File: src/rtl/root_pkg.sv
// Shared definitions for the root_nth block: FSM state encoding and default widths.
package root_pkg;

   localparam int IN_W_DEF   = 10;
   localparam int FRAC_W_DEF = 10;
   localparam int EXP_W_DEF  = 3;

   typedef enum logic [1:0] {
      S_IDLE = 2'd0,
      S_POW  = 2'd1,
      S_CMP  = 2'd2,
      S_OUT  = 2'd3
   } state_e;

endpackage

File: src/rtl/root_mul_sat.sv
// Combinational fixed-point multiplier: (a*b)>>FRAC_W, saturated to OUT_W bits.
module root_mul_sat
   import root_pkg::*;
#(
   parameter int OUT_W  = IN_W_DEF + FRAC_W_DEF,
   parameter int FRAC_W = FRAC_W_DEF
) (
   input  logic [OUT_W-1:0] a_i,
   input  logic [OUT_W-1:0] b_i,
   output logic [OUT_W-1:0] p_o,
   output logic             sat_o
);

   logic [2*OUT_W-1:0] prod_s;
   logic [2*OUT_W-1:0] shifted_s;

   // Full-width product, drop the fraction, clamp anything that overflows OUT_W.
   always_comb begin
      prod_s    = {{OUT_W{1'b0}}, a_i} * {{OUT_W{1'b0}}, b_i};
      shifted_s = prod_s >> FRAC_W;
      sat_o     = |shifted_s[2*OUT_W-1:OUT_W];
      if (sat_o) begin
         p_o = {OUT_W{1'b1}};
      end else begin
         p_o = shifted_s[OUT_W-1:0];
      end
   end

endmodule

File: src/rtl/root_nth.sv
// root_nth: k-th root of an unsigned integer, result in Q IN_W.FRAC_W, found
// bit by bit (MSB first) by raising each trial value to the k-th power with a
// truncating, saturating multiplier and keeping the bit when trial^k <= X.
// Optional macro ROOT_NTH_EXACT_EN adds the out_exact output.
module root_nth
   import root_pkg::*;
#(
   parameter  int IN_W   = IN_W_DEF,
   parameter  int FRAC_W = FRAC_W_DEF,
   parameter  int EXP_W  = EXP_W_DEF,
   localparam int OUT_W  = IN_W + FRAC_W,
   localparam int IDX_W  = $clog2(OUT_W)
) (
   input  logic             clk,
   input  logic             rst,
   input  logic             in_valid,
   output logic             in_ready,
   input  logic [IN_W-1:0]  in_data,
   input  logic [EXP_W-1:0] in_exp,
   output logic             out_valid,
   input  logic             out_ready,
   output logic [OUT_W-1:0] out_data,
   output logic             out_err
`ifdef ROOT_NTH_EXACT_EN
   ,
   output logic             out_exact
`endif
);

   localparam logic [OUT_W-1:0] ONE     = OUT_W'(1);
   localparam logic [IDX_W-1:0] IDX_TOP = IDX_W'(OUT_W - 1);

   state_e             state_q, state_d;
   logic [OUT_W-1:0]   x_q, x_d;
   logic [EXP_W-1:0]   k_q, k_d;
   logic [OUT_W-1:0]   y_q, y_d;
   logic [OUT_W-1:0]   t_q, t_d;
   logic [OUT_W-1:0]   p_q, p_d;
   logic [IDX_W-1:0]   idx_q, idx_d;
   logic [EXP_W-1:0]   cnt_q, cnt_d;
   logic               in_ready_q, in_ready_d;
   logic               out_valid_q, out_valid_d;
   logic [OUT_W-1:0]   out_data_q, out_data_d;
   logic               out_err_q, out_err_d;

   logic [OUT_W-1:0]   mul_p_s;
   logic               mul_sat_s;
   logic [OUT_W-1:0]   y_keep_s;
   logic [IDX_W-1:0]   idx_dec_s;
   logic [EXP_W-1:0]   cnt_inc_s;
   logic [OUT_W-1:0]   x_in_s;

   root_mul_sat #(
      .OUT_W  (OUT_W),
      .FRAC_W (FRAC_W)
   ) u_mul (
      .a_i   (p_q),
      .b_i   (t_q),
      .p_o   (mul_p_s),
      .sat_o (mul_sat_s)
   );

   assign y_keep_s  = (p_q <= x_q) ? t_q : y_q;
   assign idx_dec_s = idx_q - IDX_W'(1);
   assign cnt_inc_s = cnt_q + EXP_W'(1);
   assign x_in_s    = {in_data, {FRAC_W{1'b0}}};

   // Next-state and datapath updates for the IDLE/POW/CMP/OUT sequencer.
   always_comb begin
      state_d     = state_q;
      x_d         = x_q;
      k_d         = k_q;
      y_d         = y_q;
      t_d         = t_q;
      p_d         = p_q;
      idx_d       = idx_q;
      cnt_d       = cnt_q;
      in_ready_d  = in_ready_q;
      out_valid_d = out_valid_q;
      out_data_d  = out_data_q;
      out_err_d   = out_err_q;
      case (state_q)
         S_IDLE: begin
            if (in_valid && in_ready_q) begin
               x_d        = x_in_s;
               k_d        = in_exp;
               y_d        = {OUT_W{1'b0}};
               idx_d      = IDX_TOP;
               in_ready_d = 1'b0;
               if (in_exp == {EXP_W{1'b0}}) begin
                  state_d     = S_OUT;
                  out_valid_d = 1'b1;
                  out_data_d  = {OUT_W{1'b0}};
                  out_err_d   = 1'b1;
               end else if (in_exp == EXP_W'(1)) begin
                  state_d     = S_OUT;
                  out_valid_d = 1'b1;
                  out_data_d  = x_in_s;
                  out_err_d   = 1'b0;
               end else begin
                  state_d = S_POW;
                  t_d     = ONE << IDX_TOP;
                  p_d     = ONE << IDX_TOP;
                  cnt_d   = EXP_W'(1);
               end
            end else begin
               state_d = S_IDLE;
            end
         end
         S_POW: begin
            p_d   = mul_p_s;
            cnt_d = cnt_inc_s;
            // A saturated power already exceeds any X, so stop raising early.
            if ((cnt_inc_s == k_q) || mul_sat_s) begin
               state_d = S_CMP;
            end else begin
               state_d = S_POW;
            end
         end
         S_CMP: begin
            y_d = y_keep_s;
            if ((p_q == x_q) || (idx_q == {IDX_W{1'b0}})) begin
               state_d     = S_OUT;
               out_valid_d = 1'b1;
               out_data_d  = y_keep_s;
               out_err_d   = 1'b0;
            end else begin
               state_d = S_POW;
               idx_d   = idx_dec_s;
               t_d     = y_keep_s | (ONE << idx_dec_s);
               p_d     = y_keep_s | (ONE << idx_dec_s);
               cnt_d   = EXP_W'(1);
            end
         end
         S_OUT: begin
            if (out_ready) begin
               state_d     = S_IDLE;
               in_ready_d  = 1'b1;
               out_valid_d = 1'b0;
               out_data_d  = {OUT_W{1'b0}};
               out_err_d   = 1'b0;
            end else begin
               state_d = S_OUT;
            end
         end
         default: begin
            state_d     = S_IDLE;
            in_ready_d  = 1'b1;
            out_valid_d = 1'b0;
            out_data_d  = {OUT_W{1'b0}};
            out_err_d   = 1'b0;
         end
      endcase
   end

   // State, datapath and output registers; reset aborts any computation.
   always_ff @(posedge clk or posedge rst) begin
      if (rst) begin
         state_q     <= S_IDLE;
         x_q         <= {OUT_W{1'b0}};
         k_q         <= {EXP_W{1'b0}};
         y_q         <= {OUT_W{1'b0}};
         t_q         <= {OUT_W{1'b0}};
         p_q         <= {OUT_W{1'b0}};
         idx_q       <= {IDX_W{1'b0}};
         cnt_q       <= {EXP_W{1'b0}};
         in_ready_q  <= 1'b1;
         out_valid_q <= 1'b0;
         out_data_q  <= {OUT_W{1'b0}};
         out_err_q   <= 1'b0;
      end else begin
         state_q     <= state_d;
         x_q         <= x_d;
         k_q         <= k_d;
         y_q         <= y_d;
         t_q         <= t_d;
         p_q         <= p_d;
         idx_q       <= idx_d;
         cnt_q       <= cnt_d;
         in_ready_q  <= in_ready_d;
         out_valid_q <= out_valid_d;
         out_data_q  <= out_data_d;
         out_err_q   <= out_err_d;
      end
   end

   assign in_ready  = in_ready_q;
   assign out_valid = out_valid_q;
   assign out_data  = out_data_q;
   assign out_err   = out_err_q;

`ifdef ROOT_NTH_EXACT_EN
   logic exact_q, exact_d;

   // Exact flag: captured when the result is loaded, cleared once it retires.
   always_comb begin
      exact_d = exact_q;
      if ((state_q == S_IDLE) && (state_d == S_OUT)) begin
         exact_d = (in_exp == EXP_W'(1));
      end else if ((state_q == S_CMP) && (state_d == S_OUT)) begin
         exact_d = (p_q == x_q);
      end else if (state_d != S_OUT) begin
         exact_d = 1'b0;
      end else begin
         exact_d = exact_q;
      end
   end

   // Exact flag register.
   always_ff @(posedge clk or posedge rst) begin
      if (rst) begin
         exact_q <= 1'b0;
      end else begin
         exact_q <= exact_d;
      end
   end

   assign out_exact = exact_q;
`endif

endmodule

File: config.mk
export PLATFORM = sky130hd
export DESIGN_NAME = root_nth
export DESIGN_NICKNAME = d
export VERILOG_FILES = /design/src/rtl/root_pkg.sv /design/src/rtl/root_mul_sat.sv /design/src/rtl/root_nth.sv
export SDC_FILE = /design/constraint.sdc
export NUM_CORES = 1
export LEC_CHECK = 0
export ABC_AREA = 1
export BUFFER_PORTS_ARGS = -buffer_cell sky130_fd_sc_hd__buf_2
export CAP_MARGIN = 20
export CORE_ASPECT_RATIO = 1.75
export CORE_MARGIN = 4
export CORE_UTILIZATION = 30
export DETAILED_ROUTE_END_ITERATION = 8
export PLACE_DENSITY_LB_ADDON = 0.25
export SYNTH_ARGS = -nofsm -noshare
export SYNTH_HDL_FRONTEND = slang
export SYNTH_SLANG_ARGS = --single-unit
File: constraint.sdc
create_clock -name clk -period 8.55 [get_ports clk]
set_clock_uncertainty 0.1 [all_clocks]
set_input_delay 0 -clock clk [delete_from_list [all_inputs] [get_ports clk]]
set_output_delay 0 -clock clk [all_outputs]
set_load 0.02 [all_outputs]
==> impl_metrics.py, run 1 <==
metrics = {
    "sta": {
        "maxSlewHeadroom": 0.261,
        "finalMaxSlewViolations": 0,
        "hold_viol_final": 0,
        "fin_crit_ns": 7.84,
        "rsz0062_at_grt": "false",
        "tns_ns": 0,
        "finalWorstSetupSlack_ns": 0.705,
        "period_share": 0.918,
        "fmax_mhz": 127,
        "tightest_slew_ns": 1.11,
        "setup_violations": 0,
    },
    "die": {
        "initial_utilization": 0.303,
        "die_w_um": 202,
        "io_pins": 40,
        "row_count": 124,
        "die_y_um": 348,
        "die-area_um2": 70300,
        "core_um2": 65300,
    },
    "synth": {
        "synth-simple-area-share": 0.200,
        "synthMuxAreaShare": 0,
        "yosysWarnings": 0,
        "yosysMostFrequentCell": "nand2_1",
        "synthXorXnorAreaFrac": 0.0133,
        "syn_area_per_cell_um2": 7.42,
        "synthTopCellsByCount": "759 x nand2_1, 719 x inv_1, 319 x fa_1",
        "yosys_most_used_dff": "dfrtp_1",
        "synth_edf_count": 0,
        "synth_async_sr_flop_share": 1.00,
        "synth_top_family_by_area": "adder cells",
        "ys_ff_latch": 106,
        "syn-num-nets": 3170,
        "netlist_instances": 2666,
        "synth_cell_types": 42,
        "yosys.area.top_type": "fa_1",
        "synth-compound-area-share": 0.0615,
        "synth.cell_area_um2": 19800,
        "synth_area_leaders": "fa_1 32%, nand2_1 14%, inv_1 14%, dfrtp_1 13%, ha_1 11%",
        "yosys.area.top_type_share": 0.323,
        "yosys.area_share.adder": 0.429,
        "synth.yosys.seq_area_share": 0.134,
    },
    "clock_network": {
        "cts_root_buf": "clkbuf_16",
        "insertion_delay_ns": 0.38,
        "cts_made_buffers": 9,
        "postCtsSetupRepairBufs": 0,
        "clock_path_buffers": 2,
        "cts_tree": "done",
        "cts_sinks": 106,
        "cts_resized": 0,
        "cts_hold_buffers": 16,
        "clk_transition_reported_paths_ns": 0.09,
        "cts.htree.levels": 3,
    },
    "power": {
        "clkPwrFrac": 0.050,
        "power.share.switching": 0.607,
        "intPower_mw": 3.40,
        "p_per_area_nw_per_um2": 401,
        "p_seq_frac": 0.147,
        "p_leak_nw": 12.8,
        "p_switching_mw": 5.24,
        "combPwrFrac": 0.803,
        "vdd_drop_max_mv": 0.215,
        "power_mw": 8.64,
    },
    "final_layout": {
        "insertedDiodeCount": 0,
        "final_util": 0.330,
        "fin_nets": 3181,
        "area_growth_pct": 8.78,
        "drive_above_1_share": 0.0593,
        "fillers": 7096,
    },
    "worst_setup_path": {
        "r2r_cells": 27,
        "reg2reg_slack_ns": 0.71,
        "reg2reg_to": "p_q[0]",
        "rr_startpoint": "p_q[8]",
        "cp-end-kind": "flip-flop",
        "path_max_fanout": 22,
        "worstPathArrival_ns": 8.01,
        "startpoint_type": "flip-flop",
        "worstPathRequired_ns": 8.71,
        "critPathKind": "reg2reg",
    },
    "placement": {
        "port-buffer-count": 39,
        "preCtsSetupSlack_ns": 0.789,
        "hpwl_mm": 52.8,
        "place.gp.congestion": 1.02,
    },
    "route": {
        "ant_nets": 0,
        "firstDrtPassIters": 5,
        "route.detailed.drc": 0,
        "drtIter0Drc": 725,
        "viasPerCell": 4.50,
        "vias": 16050,
        "wl_per_cell_um": 17.5,
        "wl_mm": 62.5,
    },
    "global_routing": {
        "grt_max_degree": 55,
        "track_usage": 0.181,
        "antenna_found_initial": 0,
        "grt_pass1_vias": 17615,
        "overflow": 0,
        "grt_pass1_wl_mm": 98.8,
    },
    "min_path": {
        "hp-class": "in2async",
    },
    "run_status": {
        "status": "finished, final reports clean",
    },
    "flow_run": {
        "cap_violations": 0,
    },
}
layout make-up:
class,count,area (µm²),share of cell area
multi-input combinational,1715,13900,0.647
inverter,734,2760,0.128
sequential,106,2650,0.123
tap,882,1100,0.0513
timing repair buffer,111,788,0.0366
clock buffer,9,225,0.0105
clock inverter,7,78.8,0.00366
how the worst max path moves through the flow:
| stage | cells after the start | endpoint | from | slack, ns |
|---|---|---|---|---|
| global placement | 29 | p_q[6] | p_q[13] | 0.74 |
| global route | 31 | p_q[2] | p_q[6] | 0.28 |
| floorplan | 32 | p_q[17] | p_q[1] | 2.20 |
| detailed placement | 29 | p_q[0] | p_q[13] | 0.79 |
| CTS | 29 | p_q[0] | p_q[13] | 0.74 |
| finish | 27 | p_q[0] | p_q[8] | 0.71 |
registers in the layout (all words and copies together) (netlist names):
name	count
out_data	20
p_q	20
t_q	20
y_q	20
x_q	10
idx_q	5
cnt_q	3
k_q	3
state_q	2
in_ready	1
out_err	1
out_valid	1
logic make-up after synthesis:
group | count (synthesis)
buf+inv | 845
fa+ha+maj | 487
flops | 106
xor+xnor | 30
compound gates | 224
simple gates | 974
critical path, cell delays in order (launching register included):
cell,delay (ns)
dfrtp_1,1.07
nand2_1,0.10
inv_1,0.11
fa_1,0.42
inv_1,0.08
fa_1,0.43
fa_1,0.51
inv_1,0.05
fa_1,0.59
fa_1,0.44
fa_1,0.50
inv_1,0.05
fa_1,0.48
inv_1,0.05
ha_1,0.35
nand2_1,0.17
o21ai_0,0.58
a21oi_1,0.25
o21ai_1,0.16
nand2_1,0.12
nand4_1,0.08
nand2_1,0.09
nor2_4,0.45
nand4_1,0.18
nand2_1,0.10
nand2_1,0.06
nand2_1,0.06
nand2_1,0.06
power by group through the flow:
stage / clock, mW / sequential, mW / combinational, mW
after global routing: 0.461 / 1.31 / 7.86
after detailed placement: 0 / 1.29 / 6.94
after global placement: 0 / 1.29 / 7.03
after floorplan: 0 / 0.894 / 4.89
final: 0.432 / 1.27 / 6.93
after CTS: 0.446 / 1.28 / 7.05
layer usage:
metal | global-route usage | share of wire | up-vias
met5 | 0 | 0 | -
met4 | 0.0797 | 0.050 | 0
met3 | 0.0130 | 0.021 | 137
met2 | 0.375 | 0.58 | 298
met1 | 0.179 | 0.35 | 7865
li1 | - | - | 7750
cell usage in the layout, fill, tap and decap left out, types with 3 or more instances in the layout:
cell           count
a211oi_1           5
inv_6              3
o21a_1             5
inv_2             10
clkbuf_16          9
xnor2_1           18
dlygate4sd3_1     16
a31oi_1           17
nand3b_1           3
a21o_1             5
o21bai_1           7
ha_1             168
nand4_1           29
dfrtp_1          105
a21oi_1           72
nor2_2             7
fa_1             319
o21ai_1           12
nand2_2           11
nor2_4             5
clkinv_1           5
nor3_1            16
buf_2             39
nand3_2            6
nor2_1           106
o21ai_0           94
xor2_1            12
buf_4             55
nand2_1          759
a22oi_1            3
nand3_1           22
inv_1            718
stage by stage:
| stage | hold slack [ns] | area, µm² | std cells |
|---|---|---|---|
| after detailed placement | 0.0661 | 21100 | 3532 |
| after global routing | 0.237 | 21500 | 3564 |
| final | 0.179 | 21500 | 3564 |
| after global placement | 0.0675 | 21100 | 3532 |
| after CTS | 0.191 | 21500 | 3564 |
| after floorplan | 0.0166 | 19800 | 2666 |
(Power assumes the default switching activity.)
==> run 2, diff against run 1 <==
RECOVER_POWER = 100   (was not set)
==> impl_metrics.py, run 2 (synthesis results as in run 1) <==
metrics = {
    "route": {
        "firstDrtPassIters": 5,
        "wl_per_cell_um": 17.5,
        "ant_nets": 0,
        "route.detailed.drc": 0,
        "vias": 16080,
        "wl_mm": 62.5,
        "viasPerCell": 4.51,
        "drtIter0Drc": 744,
    },
    "global_routing": {
        "track_usage": 0.181,
        "grt_pass1_wl_mm": 98.8,
        "grt_max_degree": 55,
        "overflow": 0,
        "grt_pass1_vias": 17615,
        "antenna_found_initial": 0,
    },
    "final_layout": {
        "area_growth_pct": 8.47,
        "fin_nets": 3181,
        "final_cells": 3564,
        "insertedDiodeCount": 0,
        "final_common_cell": "nand2_1",
        "layout_common_cells": "759 x nand2_1, 721 x inv_1, 319 x fa_1, 168 x ha_1, 108 x nor2_1",
        "drive_above_1_share": 0.0466,
        "fillers": 7111,
    },
    "sta": {
        "fmax_mhz": 126,
        "hold_viol_final": 0,
        "tns_ns": 0,
        "maxSlewHeadroom": -0.938,
        "tightest_slew_ns": 2.91,
        "period_share": 0.927,
        "fin_crit_ns": 7.93,
        "rsz0062_at_grt": "false",
        "setup_violations": 0,
        "finalMaxSlewViolations": 109,
    },
    "run_status": {
        "violations": "max-capacitance violations, max-slew violations",
        "status": "finished with violations",
    },
    "power": {
        "power.share.switching": 0.608,
        "p_per_area_nw_per_um2": 401,
        "vdd_drop_max_mv": 0.208,
        "intPower_mw": 3.38,
        "p_seq_frac": 0.148,
        "p_switching_mw": 5.24,
        "clkPwrFrac": 0.050,
        "p_leak_nw": 12.7,
        "combPwrFrac": 0.802,
    },
    "die": {
        "die-area_um2": 70300,
        "die_y_um": 348,
        "core_um2": 65300,
        "initial_utilization": 0.303,
        "io_pins": 40,
        "row_count": 124,
        "die_w_um": 202,
    },
    "clock_network": {
        "cts_hold_buffers": 16,
        "insertion_delay_ns": 0.38,
        "cts_sinks": 106,
        "cts_tree": "done",
        "postCtsSetupRepairBufs": 0,
        "cts.htree.levels": 3,
        "cts_made_buffers": 9,
        "cts_root_buf": "clkbuf_16",
        "clk_transition_reported_paths_ns": 0.08,
        "clock_path_buffers": 2,
        "cts_resized": 0,
    },
    "worst_setup_path": {
        "critPathMaxStageDelay_ns": 1.02,
        "worstPathRequired_ns": 8.71,
        "r2r_cells": 29,
        "path_max_fanout": 22,
        "critPathKind": "reg2reg",
        "startpoint_type": "flip-flop",
        "reg2reg_to": "p_q[0]",
        "crit_path_frequent_cell": "nand2_1",
        "worstPathArrival_ns": 8.08,
        "rr_startpoint": "p_q[13]",
        "crit_slowest_cell": "dfrtp_1",
        "cp-end-kind": "flip-flop",
        "reg2reg_slack_ns": 0.62,
    },
    "placement": {
        "dp_cells": 3532,
        "port-buffer-count": 39,
        "place.gp.congestion": 1.02,
        "hpwl_mm": 52.8,
    },
    "min_path": {
        "hold_path_end": "k_q[2]",
        "holdCritStartpoint": "in_exp[2]",
        "worst_hold_path.num_cells": 4,
        "hp-class": "in2reg",
    },
    "flow_run": {
        "cap_violations": 2,
    },
}
-- run 2: cell count changes in the layout (fill, tap and decap cells not counted), moves of 3 or more --
cell / before / now
inv_2: 10 / 7
o21ai_0: 94 / 101
buf_4: 55 / 51
buf_2: 39 / 16
inv_1: 718 / 721
o21ai_1: 12 / 5
clkbuf_1: 0 / 27
-- run 2: layer usage --
layer,wire (µm),track usage,up-vias
met1,21700,0.179,7875
met5,0,0,-
met4,3190,0.0797,0
li1,-,-,7748
met3,1300,0.0130,147
met2,36300,0.375,310
-- run 2: stage by stage --
| stage | setup WS (ns) | area [µm²] | total power [mW] | utilization | hold slack (ns) |
|---|---|---|---|---|---|
| after floorplan | 2.20 | 19800 | 5.78 | - | 0.0166 |
| after global placement | 0.737 | 21100 | 8.32 | 0.322 | 0.0675 |
| after detailed placement | 0.789 | 21100 | 8.23 | 0.322 | 0.0661 |
| after CTS | 0.742 | 21500 | 8.78 | 0.330 | 0.191 |
| after global routing | 0.154 | 21500 | 9.62 | 0.329 | 0.314 |
| final | 0.624 | 21500 | 8.62 | 0.329 | 0.297 |
-- run 2: cell type report --
class | count | area [µm²] | area share
flip-flops and latches | 106 | 2650 | 0.124
repair buffers | 111 | 744 | 0.0347
multi-input cells | 1715 | 13900 | 0.648
clock buffers | 9 | 225 | 0.0105
well taps | 882 | 1100 | 0.0514
clock inverters | 7 | 78.8 | 0.00367
inverters | 734 | 2760 | 0.128
-- run 2: worst max-delay path by stage --
stage                     startpoint       to  depth (start not counted)
after floorplan               p_q[1]  p_q[17]                         32
after global placement       p_q[13]   p_q[6]                         29
after detailed placement     p_q[13]   p_q[0]                         29
after CTS                    p_q[13]   p_q[0]                         29
after global routing          p_q[6]   p_q[2]                         31
final                        p_q[13]   p_q[0]                         29
-- run 2: critical path: cells and delay by family, from the launching register on --
family | cells | cell delay [ns]
buf+inv | 4 | 0.23
flops | 1 | 1.02
fa+ha+maj | 8 | 3.98
simple gates | 17 | 2.46
-- run 2: power by group through the flow --
stage                     combinational [mW]  sequential (mW)  clock, mW
after floorplan                         4.89            0.894          0
after global placement                  7.03             1.29          0
after detailed placement                6.94             1.29          0
after CTS                               7.05             1.28      0.446
after global routing                    7.84             1.31      0.461
final                                   6.91             1.27      0.429
